===== config.mk =====
export PLATFORM = sky130hd
export DESIGN_NAME = fetch_pc_unit
export DESIGN_NICKNAME = d
export VERILOG_FILES = /design/src/rtl/fetch_pc_unit.sv
export SDC_FILE = /design/constraint.sdc
export NUM_CORES = 1
export LEC_CHECK = 0
export CORE_MARGIN = 3
export CORE_UTILIZATION = 60
export CTS_BUF_LIST = sky130_fd_sc_hd__clkbuf_16
export DETAILED_ROUTE_END_ITERATION = 10
export PLACE_DENSITY = 0.84
export SLEW_MARGIN = 10
export SYNTH_ARGS = -nofsm -noshare
export SYNTH_HDL_FRONTEND = slang
export SYNTH_SLANG_ARGS = --single-unit

===== constraint.sdc =====
create_clock -name clk -period 13.04 [get_ports clk]
set_clock_uncertainty 0.15 [all_clocks]
set_input_delay 2.608 -clock clk [delete_from_list [all_inputs] [get_ports clk]]
set_output_delay 2.608 -clock clk [all_outputs]
set_load 0.02 [all_outputs]

===== src/rtl/fetch_pc_unit.sv =====
// fetch_pc_unit: fetch PC sequencer with direct-mapped BTB, in-flight prediction FIFO and mispredict redirect
module fetch_pc_unit #(
  parameter logic [31:0] RESET_PC    = 32'h0000_0000,
  parameter int          BTB_ENTRIES = 16,
  parameter int          FIFO_DEPTH  = 4
) (
  input  logic        clk,
  input  logic        reset,
  input  logic        stall,
  input  logic        pred_taken,
  output logic [31:0] pc,
  output logic        fetch_fire,
  input  logic        res_valid,
  input  logic        res_is_branch,
  input  logic        res_taken,
  input  logic [31:0] res_pc,
  input  logic [31:0] res_next_pc,
  output logic        redirect,
  output logic        upd_valid,
  output logic        upd_taken,
  output logic        fifo_full,
  output logic        res_err
);
  localparam int IW = $clog2(BTB_ENTRIES);
  localparam int TW = 30 - IW;
  localparam int FW = $clog2(FIFO_DEPTH);
  logic [BTB_ENTRIES-1:0] btb_valid;
  logic [TW-1:0]          btb_tag    [BTB_ENTRIES];
  logic [31:0]            btb_target [BTB_ENTRIES];
  logic [31:0]            fifo_mem   [FIFO_DEPTH];
  logic [FW-1:0]          head, tail;
  logic [FW:0]            count, count_nxt;
  logic [IW-1:0]          lk_idx, wr_idx;
  logic [TW-1:0]          lk_tag, wr_tag;
  logic                   btb_hit, pop, btb_set, btb_clr, unused_bits;
  logic [31:0]            pred_next;
  assign unused_bits = ^res_pc[1:0];
  assign lk_idx      = pc[IW+1:2];
  assign lk_tag      = pc[31:IW+2];
  assign wr_idx      = res_pc[IW+1:2];
  assign wr_tag      = res_pc[31:IW+2];
  assign btb_hit     = btb_valid[lk_idx] && btb_tag[lk_idx] == lk_tag;
  assign pred_next   = (pred_taken && btb_hit) ? btb_target[lk_idx] : pc + 32'd4;
  assign pop         = res_valid && count != '0;
  assign redirect    = pop && fifo_mem[head] != res_next_pc;
  assign fetch_fire  = !stall && !fifo_full && !redirect;
  assign upd_valid   = res_valid && res_is_branch;
  assign upd_taken   = res_taken;
  assign btb_set     = pop && res_is_branch && res_taken;
  assign btb_clr     = pop && res_is_branch && !res_taken && btb_tag[wr_idx] == wr_tag;
  assign count_nxt   = count + (FW+1)'(fetch_fire) - (FW+1)'(pop);
  // fetch address: redirect beats a predicted advance, otherwise hold
  always_ff @(posedge clk or posedge reset)
    if (reset) pc <= RESET_PC;
    else if (redirect) pc <= res_next_pc;
    else if (fetch_fire) pc <= pred_next;
  // FIFO pointers and registered full flag; a redirect empties the buffer
  always_ff @(posedge clk or posedge reset)
    if (reset) begin
      head      <= '0;
      tail      <= '0;
      count     <= '0;
      fifo_full <= 1'b0;
    end else if (redirect) begin
      head      <= '0;
      tail      <= '0;
      count     <= '0;
      fifo_full <= 1'b0;
    end else begin
      head      <= pop ? head + FW'(1) : head;
      tail      <= fetch_fire ? tail + FW'(1) : tail;
      count     <= count_nxt;
      fifo_full <= count_nxt == (FW+1)'(FIFO_DEPTH);
    end
  // predicted next PCs awaiting resolution
  always_ff @(posedge clk)
    if (fetch_fire) fifo_mem[tail] <= pred_next;
  // sticky flag for a resolve arriving with nothing in flight
  always_ff @(posedge clk or posedge reset)
    if (reset) res_err <= 1'b0;
    else if (res_valid && count == '0) res_err <= 1'b1;
  // BTB valid bits: taken branch allocates, not-taken with matching tag evicts
  always_ff @(posedge clk or posedge reset)
    if (reset) btb_valid <= '0;
    else if (btb_set) btb_valid[wr_idx] <= 1'b1;
    else if (btb_clr) btb_valid[wr_idx] <= 1'b0;
  // BTB tag and target payload, qualified by the valid bits
  always_ff @(posedge clk)
    if (btb_set) begin
      btb_tag[wr_idx]    <= wr_tag;
      btb_target[wr_idx] <= res_next_pc;
    end
endmodule


==> out/metrics.yaml <==
outcome: "complete, no violations"
pre_cts_ws_ns: 4.48
relSlewSlack: 0.171
coreArea_um2: 79600
fill_cells: 4733
final_common_cell: "edfxtp_1"
synthAdderAreaFrac: 0.00221
synth_ff_type: "edfxtp_1"
cts_buffer_depth: 3
hp-class: "register to register"
cts_resized: 0
wirelength_mm: 132
crit_buf_inv: 3
ios: 109
end_kind: "primary output"
netlist_area_um2: 48700
synth_top_family_by_area: "multiplexers"
maxCapViolCount: 0
fin_nets: 2681
fp-row-count: 103
via_per_inst: 7.35
timing.setup.tns_ns: 0
overflow: 0
layout_setup_ws_ns: 4.28
cts.clk_slew.worst_paths_ns: 0.06
crit_fanout: 18
syn_inst: 2505
postCtsSetupBuffers: 0
initial_core_util: 0.611
critPathTopFamily: "buffers and inverters"
min_period_ns: 8.76
dr_wl_met2_mm: 62.3
syn_nets: 2584
h-tree-depth: 3
first_pass_iters: 6
avgSynthCellArea_um2: 19.4
syn_to_final_growth_pct: 11.3
die_area_um2: 84600
wl_met1_mm: 43.9
ys_ff_latch: 1113
die_y_um: 291
fmax_mhz: 114
synthArstFlopShare: 0.0512
hold_viol: 0
track_usage: 0.314
place_congestion: 0.910
tritoncts: "built"
utilization: 0.680
die_w_um: 291
vias: 27600
synth_compound_area_frac: 0.0297
critical_path_required_ns: 10.28
total_power_mw: 10.6
mostFrequentLayoutCells: "1056 x edfxtp_1, 389 x mux4_2, 109 x clkbuf_16"
seq_area_um2: 33200
first_global_vias: 28300
holdBufCountCts: 0
rsz0062_at_grt: "no"
cts_buffers: 109
p_leak_nw: 17.2
ant_nets: 0
cp-start-kind: "input pin"
drive_above_1_share: 0.239
multi_input_area_um2: 14700
synth-edff-count: 1056
setup_viol: 0
clock-sinks: 1113
grt_max_degree: 115
ir_worst_vdd_v: 0.000178
tightest_slew_ns: 1.24
wl_met3_mm: 17.6
drc: 0
dp_hpwl_mm: 73.8
synthXorXnorAreaFrac: 0.0178
slew_viol_final: 0
grt_antenna_before_repair: 5
synth_cell_types: 79
clk_latency_ns: 0.70
worstSetupPathType: "input pin to primary output"
crit_chain: "clkdlybuf4s50_1 > xnor2_1 > nand4_1 > nor4_2 > a21oi_4 > nand2b_1 > inv_2 > clkdlybuf4s50_1"
max_stage_delay_ns: 0.78
p_per_area_nw_per_um2: 195
synth_simple_gate_area_frac: 0.0401
grt_pass1_wl_mm: 193
cts-root-buf: "clkbuf_16"
crit_top_cell: "clkdlybuf4s50_1"
port_buffers: 106
yosys_warnings: 0
finalNonFillerCells: 3753
place_inst: 3541
fin_crit_sh: 0.672
drt_iter0_markers: 4631
wire_per_inst_um: 35.1
cp_data_arrival_time_ns: 6.01
synth_mux_area_frac: 0.209
cpMaxStageDelayCell: "clkdlybuf4s50_1"
highest_layer: "met4"
synth_seq_area_share: 0.681
-- worst register-to-register path, stage by stage, from the launching register on --
cell and delay [ns]:
dfrtp_4 0.84, buf_4 0.85, buf_4 0.93, mux4_2 0.64
or3_1 0.33, a311oi_1 0.26, a22oi_1 0.14, nor3_1 0.42
nand3_2 0.94, and3_1 0.67, nor2_1 0.30
-- power by group --
part	total [mW]	internal, mW	switching (mW)
Clock	3.05	1.69	1.36
Sequential	4.41	4.14	0.272
Combinational	3.12	1.37	1.75
Total	10.6	7.19	3.38
-- final cells by class --
type                            instances  share of cell area
Clock buffer                          109              0.0503
Sequential cell                      1113               0.612
Clock inverter                         98              0.0138
Tap cell                             1050              0.0242
Antenna cell                            5            0.000231
Timing Repair Buffer                  156              0.0268
Multi-Input combinational cell       1193               0.271
Inverter                               29             0.00206
-- flip-flops by register name, summed over array words and instances (netlist names), named ones only --
signal	cells
fifo_mem	128
tail	2
res_err	1
fifo_full	1
btb_target	512
pc	32
btb_tag	416
count	3
head	2
-- through the flow --
step | instance area [um^2] | hold WS, ns
finish | 54200 | 0.350
global route | 54200 | 0.360
CTS | 54200 | 0.356
detailed placement | 50700 | 0.339
global placement | 50700 | 0.309
floorplan | 48700 | 0.339
-- cell usage after synthesis (10+ instances only) --
cell      number  area (um^2)
inv_1         26         97.6
edfxtp_1    1056        31700
xnor2_1       79          692
nor3b_1       22          165
nor4_1        11         68.8
o31ai_1       25          188
mux4_1        10          263
nor2_1        83          312
a21oi_1       62          310
and2_1        26          163
xor2_1        20          175
mux2i_1       97          971
and3_1        12         75.1
dfrtp_1       57         1430
buf_6         13          146
nand2_1       44          165
nor2b_1       13         81.3
mux4_2       389         8760
a22oi_1       16          120
buf_2         53          265
o21ai_0       28          140
clkbuf_1      69          259
nor3_1        60          300
buf_4         17          128
nand3_1       24          120
nand4_1       19          119
buf_1         14         52.6
mux2_2        14          158
or3_1         18          113
-- kinds of logic (layout without fill, tap and decap cells) --
| kind of cell | after synthesis | count (layout) |
|---|---|---|
| muxes | 510 | 510 |
| xor gates and xnor gates | 99 | 99 |
| other | 0 | 5 |
| AOI/OAI and AO/OA | 211 | 211 |
| and+or+nand+nor | 365 | 365 |
| DFF | 1113 | 1113 |
| buffers and inverters | 199 | 392 |
| adders and majority gates | 8 | 8 |
-- path summary, 6_finish.rpt --
path / start / to / slack, ns / depth (start not counted)
max in group asynchronous: reset / pc[2]$_DFFE_PP0P_ / 9.65 / 3
setup reg to reg: pc[3]$_DFFE_PP0P_ / fifo_mem[3][29]$_DFFE_PP_ / 6.35 / 10
hold / removal: res_err$_DFFE_PP0P_ / res_err$_DFFE_PP0P_ / 0.35 / 1
setup / recovery: res_next_pc[13] / fetch_fire / 4.28 / 8
min in group asynchronous: reset / pc[0]$_DFFE_PP0P_ / 2.38 / 3
hold reg to reg: res_err$_DFFE_PP0P_ / res_err$_DFFE_PP0P_ / 0.35 / 1
-- per-layer routing --
| metal | global-route usage | up-vias |
|---|---|---|
| li1 | - | 10700 |
| met1 | 0.419 | 14100 |
| met2 | 0.482 | 2383 |
| met3 | 0.0837 | 485 |
| met4 | 0.169 | 0 |
| met5 | 0 | - |
Power figures use the tool's default switching activity.
